## config.mk

```make
export PLATFORM = sky130hd
export DESIGN_NAME = regs_bus_arbiter
export DESIGN_NICKNAME = d
export VERILOG_FILES = /design/src/rtl/regs_bus_arbiter_pkg.sv /design/src/rtl/regs_bus_arbiter_rr_arb2.sv /design/src/rtl/regs_bus_arbiter.sv
export SDC_FILE = /design/constraint.sdc
export NUM_CORES = 1
export LEC_CHECK = 0
export ABC_CLOCK_PERIOD_IN_PS = 1910
export BUFFER_PORTS_ARGS = -buffer_cell sky130_fd_sc_hd__buf_2
export CAP_MARGIN = 10
export CORE_UTILIZATION = 49
export CTS_BUF_LIST = sky130_fd_sc_hd__clkbuf_4 sky130_fd_sc_hd__clkbuf_8
export CTS_CLUSTER_DIAMETER = 100
export DETAILED_ROUTE_END_ITERATION = 7
export GPL_TIMING_DRIVEN = 0
export PLACE_DENSITY = 0.76
export SYNTH_ARGS = -nofsm -noshare
export SYNTH_HDL_FRONTEND = slang
export SYNTH_HIERARCHICAL = 1
export SYNTH_SLANG_ARGS = --single-unit
```

## constraint.sdc

```tcl
create_clock -name clk -period 1.91 [get_ports clk]
set_input_delay 0.191 -clock clk [delete_from_list [all_inputs] [get_ports clk]]
set_output_delay 0.191 -clock clk [all_outputs]
set_load 0.005 [all_outputs]
```

## src/rtl/regs_bus_arbiter_pkg.sv

```systemverilog
// Shared types and constants for the PWM register-bus arbiter.
// Holds the transaction FSM states, bus widths and register map addresses.
package regs_bus_arbiter_pkg;

  localparam int REG_ADDR_W = 6;
  localparam int REG_DATA_W = 8;

  typedef logic [REG_ADDR_W-1:0] reg_addr_t;
  typedef logic [REG_DATA_W-1:0] reg_data_t;

  typedef enum logic [1:0] {
    IDLE,
    LO,
    HI,
    ACK
  } bus_state_t;

  localparam reg_addr_t ADDR_PERIOD_L     = 6'h00;
  localparam reg_addr_t ADDR_PERIOD_H     = 6'h01;
  localparam reg_addr_t ADDR_DUTY_L       = 6'h02;
  localparam reg_addr_t ADDR_DUTY_H       = 6'h03;
  localparam reg_addr_t ADDR_PRESCALE     = 6'h04;
  localparam reg_addr_t ADDR_CTRL         = 6'h05;
  localparam reg_addr_t ADDR_STATUS       = 6'h06;
  localparam reg_addr_t ADDR_COUNTER_RST  = 6'h07;
  localparam reg_addr_t ADDR_COUNTER_VAL  = 6'h08;
  localparam reg_addr_t ADDR_COUNTER_VALH = 6'h09;
  localparam reg_addr_t ADDR_IRQ_EN       = 6'h0A;
  localparam reg_addr_t ADDR_IRQ_STATUS   = 6'h0B;
  localparam reg_addr_t ADDR_DEAD_TIME    = 6'h0C;
  localparam reg_addr_t ADDR_VERSION      = 6'h0D;

endpackage

```

## src/rtl/regs_bus_arbiter_rr_arb2.sv

```systemverilog
// Two-way arbiter: round-robin, or requester 0 first when FIXED_PRIO is set.
// Grant is combinational; the fairness pointer only moves when update is high.
module rr_arb2 #(
  parameter bit FIXED_PRIO = 1'b0
) (
  input  logic       clk,
  input  logic       rst_n,
  input  logic [1:0] req,
  input  logic       update,
  output logic [1:0] grant
);

  logic last_q;  // 1 = requester 1 won the previous grant

  // NOTE: every always_comb output gets a default first so no path infers a latch.
  always_comb begin
    grant = 2'b00;
    unique case (req)
      2'b01:   grant = 2'b01;
      2'b10:   grant = 2'b10;
      2'b11:   grant = (FIXED_PRIO || last_q) ? 2'b01 : 2'b10;
      default: grant = 2'b00;
    endcase
  end

  // NOTE: sequential state uses non-blocking assignments only.
  always_ff @(posedge clk) begin
    if (!rst_n) begin
      last_q <= 1'b1;
    end else if (update && (req != 2'b00)) begin
      last_q <= grant[1];
    end
  end

endmodule

```

## src/rtl/regs_bus_arbiter.sv

```systemverilog
// Shares the PWM register-file byte bus between two requesters and adds
// atomic 16-bit accesses (LSB at addr, MSB at addr+1) under one grant.
module regs_bus_arbiter
  import regs_bus_arbiter_pkg::*;
#(
  parameter bit FIXED_PRIO = 1'b0
) (
  input  logic                  clk,
  input  logic                  rst_n,
  input  logic                  req0,
  input  logic                  wr0,
  input  logic                  wide0,
  input  logic [REG_ADDR_W-1:0] addr0,
  input  logic [15:0]           wdata0,
  output logic [15:0]           rdata0,
  output logic                  done0,
  input  logic                  req1,
  input  logic                  wr1,
  input  logic                  wide1,
  input  logic [REG_ADDR_W-1:0] addr1,
  input  logic [15:0]           wdata1,
  output logic [15:0]           rdata1,
  output logic                  done1,
  output logic                  read,
  output logic                  write,
  output logic [REG_ADDR_W-1:0] addr,
  output logic [REG_DATA_W-1:0] data_write,
  input  logic [REG_DATA_W-1:0] data_read
);

  bus_state_t state_q, state_d;
  logic       owner_q;
  logic       wr_q, wide_q;
  reg_addr_t  addr_q;
  logic [15:0] wdata_q, rdata_q, rdata0_q, rdata1_q, rdata_ack;
  logic [1:0] grant;

  rr_arb2 #(.FIXED_PRIO(FIXED_PRIO)) u_arb (
    .clk    (clk),
    .rst_n  (rst_n),
    .req    ({req1, req0}),
    .update (state_q == IDLE),
    .grant  (grant)
  );

  always_comb begin
    state_d = state_q;
    unique case (state_q)
      IDLE:    if (grant != 2'b00) state_d = LO;
      LO:      state_d = wide_q ? HI : ACK;
      HI:      state_d = ACK;
      ACK:     state_d = IDLE;
      default: state_d = IDLE;
    endcase
  end

  always_ff @(posedge clk) begin
    if (!rst_n) begin
      state_q  <= IDLE;
      owner_q  <= 1'b0;
      wr_q     <= 1'b0;
      wide_q   <= 1'b0;
      addr_q   <= '0;
      wdata_q  <= '0;
      rdata_q  <= '0;
      rdata0_q <= '0;
      rdata1_q <= '0;
    end else begin
      state_q <= state_d;
      unique case (state_q)
        IDLE: if (grant != 2'b00) begin
          owner_q <= grant[1];
          wr_q    <= grant[1] ? wr1    : wr0;
          wide_q  <= grant[1] ? wide1  : wide0;
          addr_q  <= grant[1] ? addr1  : addr0;
          wdata_q <= grant[1] ? wdata1 : wdata0;
          rdata_q <= '0;
        end
        LO:  if (!wr_q) rdata_q[7:0]  <= data_read;
        HI:  if (!wr_q) rdata_q[15:8] <= data_read;
        ACK: if (owner_q) rdata1_q <= rdata_ack;
             else         rdata0_q <= rdata_ack;
        default: ;
      endcase
    end
  end

  // Owner sees the fresh value during ACK; the per-requester copy holds it afterwards.
  assign rdata_ack = wide_q ? rdata_q : {8'h00, rdata_q[7:0]};
  assign done0     = (state_q == ACK) && !owner_q;
  assign done1     = (state_q == ACK) &&  owner_q;
  assign rdata0    = done0 ? rdata_ack : rdata0_q;
  assign rdata1    = done1 ? rdata_ack : rdata1_q;

  // Bus side is decoded from flops only, never from the requester inputs.
  always_comb begin
    read       = 1'b0;
    write      = 1'b0;
    addr       = '0;
    data_write = '0;
    unique case (state_q)
      LO: begin
        read       = !wr_q;
        write      = wr_q;
        addr       = addr_q;
        data_write = wdata_q[7:0];
      end
      HI: begin
        read       = !wr_q;
        write      = wr_q;
        addr       = addr_q + reg_addr_t'(1);
        data_write = wdata_q[15:8];
      end
      default: ;
    endcase
  end

endmodule

```

==> flow_results.org, run 1 <==
** Synthesis
- Sorting the synthesized cells by area gives the leading types as dfxtp_1, mux2i_1, o211a_1, nand2_1, nand4b_1.
- The most used flip-flop cell after synthesis is dfxtp_1.
- Distinct cell type count after synthesis :: 44
- In the synthesized netlist the async set-or-reset flop fraction comes to 0.
- Counting every net in the synthesized netlist gives 474.
- Number of synthesis warnings :: 6
- Cell accounting for the most synthesized area :: dfxtp_1
- Of the synthesized area, sequential elements account for 0.396.
- A synthesized cell averages 9.41 µm².
- Yosys reg bits :: 76
- Combined area of all synthesized cells :: 3840 µm²
- Of the post-synthesis cell area, the dominant cell type holds 0.396.
- EDFF count, synth :: 0
- In the synthesized netlist, the number of instances is 408.

** STA
- After layout, the worst setup slack is -0.0158 ns.
- Of the available clock period, the critical path in the final layout requires 1.01.
- Skew final :: 0.00745 ns
- The number of hold-slack violations in the final timing report was 0.
- The max-slew violation count was 0.
- Slew headroom :: 0.602
- For the pin with the worst max-slew slack, the measured transition is 0.595 ns.
- Based on the critical path, the design can be clocked at up to 519 MHz.
- RSZ-0062 raised after global routing :: true
- The routed design could run at a clock period as short as 1.93 ns.
- Finish-stage setup viols :: 2
- Worst hold slack :: 0.0331 ns

** Finish
- Summing all multi-input logic gate instances after layout gives 2170 µm².
- After filler insertion, the fill cell instance count of the layout stands at 593.
- Area delta synth->final :: 29.6%
- Excluding fillers, the count of instances in the completed layout stands at 645.
- For this run, the post-layout net count is 607.
- Share of final-layout standard cells stronger than drive strength 1 :: 0.368
- With fillers left out, the area of the finished cells amounts to 4970 µm².
- At the end of the flow the core is filled with cells to 0.672.
- In the final layout, flip-flops and latches occupy 1530 µm².
- Number of antenna cells inserted :: 0

** Status
- The flow ran to the end, but the final reports show violations.
- Violations in the final reports :: negative setup slack

** Critical path
- CP max stage delay :: 0.38 ns
- Ordered list of cells on the worst path :: inv_1, ha_4, clkbuf_8, o311a_1, buf_2
- The setup path with the least slack is of type reg2out.
- Critical-path top delay cell :: dfxtp_4
- At the worst endpoint, the arrival time is 1.73 ns.
- Category of the worst setup path capture point :: output pin
- Maximum fanout along the worst path :: 10
- The number of cells on the worst reg-to-reg path is 8.
- Worst r2r src :: state_q[1]
- Category of the worst setup path launch point :: flip-flop
- Across all register-to-register paths, the minimum setup slack is 0.02 ns.
- Reg-to-Reg End :: rdata_q[9]
- Data required, critical path :: 1.72 ns

** Pwr
- Switch Pwr :: 2240 µW
- Worst-case vdd ir drop :: 0.621 mV
- Switching share of power :: 0.381
- The share of total power dissipated in the clock network is 0.209.
- Of the total power, combinational logic draws 0.427.
- Cell internal pwr :: 3640 µW
- For this design the ratio of total power to cell area is 1180 nW/µm².
- Leakage power :: 0.00253 µW
- Post-layout total power :: 5880 µW
- Sequential share of power :: 0.364

** Global routing
- The number of antenna violations at the first check in global routing was 0.
- Overflow left after global routing :: 0
- Entering global routing, the biggest net connects 14 pins.
- Wire length of the first global-routing pass :: 15400 µm
- The via count of the first global-routing pass was 3206.
- Across every metal layer, demand over resource in global routing totals 0.239.

** Hold path
- The worst hold path terminates at u_arb/last_q.
- Along the worst hold path, the cell count comes to 2.
- Worst min-delay path startpoint :: rst_n
- Kind of path behind the tightest hold check :: in2reg

** Floorplanning
- The initial utilization of the core area, before any placement, comes to 0.518.
- The initialized floorplan defines 31 standard-cell rows.
- Die W :: 90.5 µm
- Die ar. :: 8190 µm²
- Vertical extent of the die :: 90.5 µm
- IO Count :: 110
- The region available for standard cell placement spans 7410 µm².

** Clock network
- The H-tree was split into 3 levels.
- Worst-skew pair later-pin latency :: 0.36 ns
- TritonCTS clock tree :: done
- Sinks on Clock Net :: 76
- Clock Path Buffers :: 2
- For this design, the CTS-stage hold fixing added 0 buffers.
- Num CTS Buffers :: 9
- Clk pin slew, worst setup/hold paths :: 0.08 ns
- The root buffer cell chosen for the clock tree is clkbuf_8.

** Drt
- Detailed Routing Iterations Pass 1 :: 4
- Total detailed-routing wirelength :: 9890 µm
- After detailed routing, the number of remaining DRC violations is 0.
- Detailed-route via count :: 3479
- Final routed wire length divided by cell count :: 15.3 µm
- In this run the remaining antenna-violating nets after routing total 0.
- Detailed Route Iter0 Violations :: 179
- Using the TritonRoute via totals, the vias-per-cell ratio works out to 5.39.

** Place
- Port buffering added 109 buffers.
- The placed instances occupy a cell area of 4510 µm².
- The congestion estimate from routability-driven global placement came to 0.814.
- Detailed Place HPWL :: 6940 µm
- The number of placed instances, taps included, is 616.

** Run
- The tool flagged a number of max-cap violations equal to 0.
cell type report:
class,count,area share
clock inverters,6,0.0131
flip-flops and latches,76,0.308
repair buffers,125,0.136
inverters,8,0.00729
multi-input cells,285,0.437
well taps,99,0.0249
plain buffers,36,0.0473
clock buffers,10,0.0264
sequential cells by signal, indices dropped and copies added, names as in the netlist:
signal	cells
rdata0_q	16
rdata1_q	16
rdata_q	16
wdata_q	16
addr_q	6
state_q	2
owner_q	1
u_arb/last_q	1
wide_q	1
wr_q	1
power groups by stage:
stage	logic, µW	registers [µW]	clock network [µW]
floorplan	1530	2060	0
global placement	2040	2130	0
detailed placement	2100	2140	0
CTS	2250	2120	1240
global route	2710	2170	1320
finish	2510	2140	1230
cell usage after synthesis (all sizes together), types with 9 or more instances:
cell and count:
nor2 9, o31ai 16, o211a 24, clkbuf 21, dfxtp 76, mux2 16
mux2i 24, buf 18, a22oi 11, nand4b 24, a21boi 36, nand2 63
and2 20
repair_timing:
item	CTS	global route
buffers inserted	9	6
pin swaps	1	5
gates resized for setup	24	36
setup endpoints to repair	49	56
cloned	0	1
routing by layer:
layer,up-vias,GRT usage,share of wire
met2,137,0.400,0.48
li1,1741,-,-
met3,16,0.0623,0.059
met1,1585,0.303,0.45
met4,0,0.0672,0.016
met5,-,0,0
per-stage QoR:
stage	setup TNS, ns	setup slack, ns
finish	-0.0248	-0.0158
global route	-1.48	-0.0897
CTS	-0.196	-0.0455
detailed placement	-0.104	-0.0793
global placement	-0.0535	-0.0524
floorplan	0	0.248
layout by cell type, fill, tap and decap left out, drive strengths merged, types with 2 or more instances in the layout:
master,count
a21boi,36
a21oi,2
a22oi,11
and2,20
buf,143
clkbuf,28
clkinv,4
clkinvlp,2
dfxtp,76
ha,6
inv,7
mux2,16
mux2i,24
nand2,63
nand2b,2
nand3,2
nand4,8
nand4b,24
nor2,9
nor2b,6
nor3b,2
o211a,24
o21ai,4
o31ai,16
cell families after synthesis:
kind of cell    count (synthesis)  synth area share
simple gates                  139             0.203
fa+ha+maj                       6            0.0195
flops                          76             0.396
mux                            40             0.110
buf+inv                        47            0.0606
xor+xnor                        1           0.00228
compound gates                 99             0.208
critical path, delay by kind of cell, from the launching register on:
kind                     cells  cell delay (ns)
buffers and inverters        3             0.42
flip-flops                   1             0.38
AO/OA/AOI/OAI                1             0.35
adder cells (fa/ha/maj)      1             0.22
how the worst max path moves through the flow:
stage / start / endpoint / slack, ns / cells after the start
2_1_floorplan: state_q[0] / addr[5] / 0.25 / 6
3_3_place_gp: state_q[0] / addr[3] / -0.05 / 7
3_5_place_dp: state_q[0] / addr[3] / -0.08 / 7
4_1_cts: state_q[0] / addr[5] / -0.05 / 6
5_1_grt: state_q[0] / addr[5] / -0.09 / 6
6_report: state_q[1] / addr[4] / -0.02 / 5
Power figures use the tool's default switching activity.
==> run 2: changes to the inputs <==
--- a/config.mk
+++ b/config.mk
@@ -13,7 +13,7 @@
 export CTS_CLUSTER_DIAMETER = 100
 export DETAILED_ROUTE_END_ITERATION = 7
 export GPL_TIMING_DRIVEN = 0
-export PLACE_DENSITY = 0.76
+export PLACE_DENSITY = 0.73
 export SYNTH_ARGS = -nofsm -noshare
 export SYNTH_HDL_FRONTEND = slang
 export SYNTH_HIERARCHICAL = 1
==> flow_results.org, run 2 (same netlist as run 1, synthesis figures left out) <==
** Drt
- In the routed design, unresolved DRC markers number 0.
- Detailed Route Iter0 Violations :: 176
- After detailed routing, the average wire length per cell comes to 15.2 µm.
- Detailed-route via count :: 3521
- The detail route stage leaves a number of antenna-violating nets equal to 0.
- Detailed Routing Iterations Pass 1 :: 6
- Per-cell via count in the routed design :: 5.48
- Total detailed-routing wirelength :: 9780 µm

** STA
- Number of hold-slack violations in the final timing report :: 0
- Max-slew violation count :: 0
- Setup violations remaining at the end of the flow were counted as 0.
- Final clock period utilization by the worst path :: 0.987
- Skew final :: 0.00831 ns
- Slew headroom :: 0.594
- Static timing analysis puts the maximum clock frequency at 530 MHz.
- Total Negative Setup Slacks :: 0 ns
- Worst Max-Slew Pin Slew :: 0.607 ns
- Shortest period the worst path allows :: 1.89 ns
- Setup repair after global routing could not meet its margin everywhere.

** Critical path
- Category of the worst setup path launch point :: flip-flop
- Maximum fanout along the worst path :: 7
- On the worst path, the slowest cell contributes a delay of 0.38 ns.
- Arrival time worst endpoint :: 1.69 ns
- Family of cells with the greatest summed delay on the critical path :: buffers and inverters
- Number of buffers and inverters on the critical path :: 3
- The critical path in this run is classified as reg2out.
- The worst setup path is captured at an output pin.
- At the worst endpoint, the required time is 1.72 ns.
- The slowest stage of the critical path belongs to the cell dfxtp_4.
- The critical path goes through ha_4, buf_8, nand2b_4, buf_12, mux2_4, buf_2.

** Pwr
- In this run the power density over the cells is 1180 nW/µm².
- Post-layout total power :: 5930 µW
- Leakage power :: 0.00254 µW
- Worst-case vdd ir drop :: 0.619 mV

** Run
- MaxCap Viol Count :: 0

** Finish
- Highest-count cells in the layout ignoring fill and taps :: buf_2, dfxtp_1, nand2_1, a21boi_0
- At the end of the flow, the number of nets in the layout was 604.
- In the final layout, the share of cells above drive strength 1 is 0.374.
- Post-route insts no fill :: 642
- The repair_antennas step left the layout with diodes totalling 0.
- Area delta synth->final :: 30.7%
- Measured on the finished design, the core utilization comes to 0.677.
- Leaving out fill and tap cells, the most frequent cell in the layout is buf_2.

** Global routing
- Global routing finished with a remaining overflow of 0.
- GRT Resource Usage Total :: 0.238
- Number of global-route vias before repair :: 3235
- Antenna violations before repair :: 0
- The first global-routing pass estimated 15600 µm of wire.
- Maximum number of pins on one net before global-route repair :: 13

** Clock network
- Sinks on Clock Net :: 76
- Number of hold buffers added after cts :: 0
- Clock Path Buffers :: 2
- Num CTS Buffers :: 9
- Maximum level of the CTS H-tree :: 3
- TritonCTS clock tree :: done
- The clock reaches the later pin of the worst-skew pair after 0.36 ns.
- After clock tree synthesis, the clock-pin slew on the worst setup and hold paths is 0.07 ns.
- Root Driver :: clkbuf_8

** Place
- Port buffering added 109 buffers.
- Detailed Place HPWL :: 6940 µm
- Count of placed standard cells including taps :: 616
- At the end of routability-driven placement, the weighted congestion stood at 0.814.

** Floorplanning
- Core footprint :: 7410 µm²
- The die covers 8190 µm².
- The initial utilization of the core area, before any placement, comes to 0.518.
- IO Count :: 110
- From bottom edge to top edge, the die measures 90.5 µm.
- The floorplan has 31 rows.
- The die is 90.5 µm wide.

** Status
- Result of the run :: completed

** Hold path
- Kind of path behind the tightest hold check :: in2reg
-- run 2: changes by cell type in the layout (fill, tap and decap cells not counted), moves of 3 or more --
cell     change
buf_6        +3
buf_2        -3
dfxtp_4      +3
buf_4        -3
-- run 2: repair_timing --
| action | 4_1_cts | 5_1_grt |
|---|---|---|
| pin swaps | 4 | 4 |
| gates resized for setup | 33 | 41 |
| setup buffers | 7 | 7 |
| endpoints found under the setup margin | 46 | 48 |
-- run 2: power breakdown --
part,internal [µW],total [µW],switching (µW)
Clock,667,1250,579
Combinational,1140,2500,1360
Sequential,1910,2180,275
-- run 2: through the flow --
stage	instance area (µm²)	worst slack, ns	hold slack, ns
floorplan	3840	0.248	0.250
global placement	4510	-0.0507	0.400
detailed placement	4510	-0.0616	0.400
CTS	4840	-0.0135	0.0359
global route	5020	-0.0173	0.0333
finish	5020	0.0247	0.0424
-- run 2: metal layers --
layer | routed length, µm | GRT usage | up-vias | part of all wire
met4 | 169 | 0.103 | 0 | 0.017
met1 | 4300 | 0.296 | 1643 | 0.44
li1 | - | - | 1729 | -
met5 | 0 | 0 | - | 0
met2 | 4750 | 0.401 | 132 | 0.49
met3 | 558 | 0.0429 | 17 | 0.057
-- run 2: area by class of cell --
type | count | area [µm²]
clock buffers | 12 | 153
repair buffers | 123 | 677
fillers | 599 | 2390
flip-flops and latches | 76 | 1540
plain buffers | 35 | 235
inverters | 8 | 32.5
clock inverters | 4 | 48.8
multi-input cells | 285 | 2210
well taps | 99 | 124
-- run 2: final timing paths --
kind | startpoint | to | slack, ns | cells after the start
setup reg to reg | state_q[0] | rdata_q[7] | 0.16 | 8
setup / recovery | state_q[1] | rdata0[2] | 0.02 | 6
hold / removal | rst_n | u_arb/last_q | 0.04 | 2
hold reg to reg | rdata1_q[11] | rdata1_q[11] | 0.47 | 2
==> run 3: changes to the inputs <==
--- a/config.mk
+++ b/config.mk
@@ -5,7 +5,7 @@
 export SDC_FILE = /design/constraint.sdc
 export NUM_CORES = 1
 export LEC_CHECK = 0
-export ABC_CLOCK_PERIOD_IN_PS = 1910
+export ABC_CLOCK_PERIOD_IN_PS = 2100
 export BUFFER_PORTS_ARGS = -buffer_cell sky130_fd_sc_hd__buf_2
 export CAP_MARGIN = 10
 export CORE_UTILIZATION = 49
==> constraint.sdc (replaced) <==
create_clock -name clk -period 2.1 [get_ports clk]
set_input_delay 0.21 -clock clk [delete_from_list [all_inputs] [get_ports clk]]
set_output_delay 0.21 -clock clk [all_outputs]
set_load 0.005 [all_outputs]
==> flow_results.org, run 3 (same netlist as run 1, synthesis figures left out) <==
** Status
- The flow ran to the end, and the final reports show no timing, DRC or antenna violations.

** Critical path
- The largest single stage delay on the critical path is 0.41 ns.
- The worst setup path is captured at an output pin.
- Worst r2r src :: state_q[0]
- Origin of the worst setup path :: state_q[0]
- The kind of cell with the highest combined delay along the critical path is buffers and inverters.
- Critical-path top delay cell :: ha_2
- The worst setup path is launched from a flip-flop.
- Critical path type :: reg2out
- The number of buffers and inverters on the critical path is 4.
- Ordered list of cells on the worst path :: inv_4, buf_4, ha_2, inv_1, a31oi_1, buf_2
- Of all nets on the critical path, the largest fanout is 9.
- Data required, critical path :: 1.89 ns
- Arrival time worst endpoint :: 1.82 ns

** Clock network
- After clock tree synthesis, the flow added hold-fix buffers numbering 0.
- In this run, CTS created clock tree buffers numbering 9.
- Worst-skew pair later-pin latency :: 0.35 ns
- TritonCTS built the clock tree.
- The tree is rooted in a clkbuf_8.
- Clock-pin slew was measured on the worst setup and hold paths at 0.07 ns.
- Maximum level of the CTS H-tree :: 3
- Sinks on Clock Net :: 76
- Clock Path Buffers :: 2

** Place
- Buffers added on ports :: 109
- Routability-driven placement finished with a final weighted congestion of 0.814.
- Detailed Place HPWL :: 6940 µm
- Post-Place Cell Area :: 4510 µm²

** Drt
- Detailed-route via count :: 3417
- Total detailed-routing wirelength :: 9430 µm
- Final routed wire length divided by cell count :: 14.9 µm
- The detailed router finished its first iteration with 138 violations.
- Count of nets left with antenna violations after detail routing :: 0
- # DRC :: 0
- The first detailed-routing pass took 4 iterations.
- Using the TritonRoute via totals, the vias-per-cell ratio works out to 5.41.

** Pwr
- Switch Pwr :: 1910 µW
- Of the total power, the share spent switching nets is 0.375.
- Worst-case vdd ir drop :: 0.551 mV
- Cell internal pwr :: 3190 µW
- Comb power frac :: 0.396
- Summed over all cells, the static leakage comes to 0.00244 µW.
- Clock power frac :: 0.222
- Power spread over the standard cell area amounts to 1070 nW/µm².
- Sequential share of power :: 0.382

** Floorplanning
- Starting density of the core :: 0.518
- Die ar. :: 8190 µm²
- Row generation in the floorplan step produced 31 rows.
- 110 I/O pins were placed.
- The floorplan step defined a core boundary enclosing 7410 µm².
- Vertical extent of the die :: 90.5 µm
- The die is 90.5 µm wide.

** Finish
- The number of antenna diodes in the final layout is 0.
- Highest-count cells in the layout ignoring fill and taps :: buf_2, dfxtp_1, nand2_1, a21boi_0
- Final non-filler cell area :: 4760 µm²
- After the last flow step, the layout net total stands at 594.
- Leading cell type in the layout, fill and taps excluded :: buf_2
- Compared with the post-synthesis result, the final layout area differs by 23.9%.
- Share of final-layout standard cells stronger than drive strength 1 :: 0.328

** STA
- Clock skew on the completed layout was measured at 0.00949 ns.
- Dividing the final minimum period by the clock period gives 0.965.
- Finish-stage setup viols :: 0
- For this run, the top clock speed supported by timing is 493 MHz.
- The max-slew violation count is 0.
- Slew headroom :: 0.601
- Number of hold-slack violations in the final timing report :: 0
- For the final routed database, the setup TNS stands at 0 ns.
- Shortest period the worst path allows :: 2.03 ns
- Worst Max-Slew Pin Slew :: 0.598 ns

** Global routing
- Wire length of the first global-routing pass :: 15300 µm
- GRT Resource Usage Total :: 0.234
- Overflow left after global routing :: 0
- The number of antenna violations at the first check in global routing is 0.
- Maximum number of pins on one net before global-route repair :: 18
- The via count of the first global-routing pass is 3172.

** Run
- Max-cap violations in this run came to 0.

** Hold path
- In this run the worst hold path is classified as in2reg.
- The worst hold path begins at rst_n.
==> run 3: power groups by stage <==
stage                     clock (µW)  sequential (µW)  combinational [µW]
after CTS                       1160             1920                1940
after global placement             0             1940                1860
final                           1130             1950                2020
after detailed placement           0             1950                1900
after floorplan                    0             1880                1390
after global routing            1230             1980                2220
==> run 3: final timing paths <==
kind	endpoint	slack, ns	depth (start not counted)
hold / removal	u_arb/last_q	0.07	2
setup reg to reg	wdata_q[5]	0.19	8
setup / recovery	addr[5]	0.07	6
hold reg to reg	rdata0_q[14]	0.47	2
==> run 3: final cells by class <==
class | count | area (µm²)
Buffer | 35 | 194
Clock buffer | 12 | 153
Clock inverter | 4 | 48.8
Fill cell | 648 | 2650
Inverter | 8 | 32.5
Multi-Input combinational cell | 285 | 2100
Sequential cell | 76 | 1530
Tap cell | 99 | 124
Timing Repair Buffer | 113 | 576
==> run 3: worst reg2reg max path, delay by kind of cell (launching register included) <==
| family | cells | cell delay, ns |
|---|---|---|
| buffers and inverters | 4 | 0.79 |
| AO/OA/AOI/OAI | 2 | 0.34 |
| AND/OR/NAND/NOR | 1 | 0.13 |
| adder cells (fa/ha/maj) | 1 | 0.19 |
| flip-flops | 1 | 0.37 |
==> run 3: what timing repair did <==
item	CTS	global route
pin swaps	0	2
cloned	0	0
buffers inserted	0	4
resized for setup	10	12
endpoints found under the setup margin	15	34
==> run 3: through the flow <==
step / setup WS (ns) / hold WS, ns / utilization / total power (µW) / instances
finish: 0.0726 / 0.0663 / 0.642 / 5100 / 632
detailed placement: 0.109 / 0.419 / 0.609 / 3850 / 616
global placement: 0.120 / 0.419 / 0.609 / 3800 / 616
global route: -0.0173 / 0.0457 / 0.642 / 5430 / 632
CTS: 0.00878 / 0.0549 / 0.638 / 5020 / 630
floorplan: 0.419 / 0.269 / - / 3270 / 408
==> run 3: layer usage <==
layer / vias up / wire, µm / global-route usage
li1: 1712 / - / -
met1: 1588 / 4260 / 0.293
met2: 110 / 4510 / 0.394
met3: 7 / 551 / 0.0547
met4: 0 / 97 / 0.0806
met5: - / 0 / 0
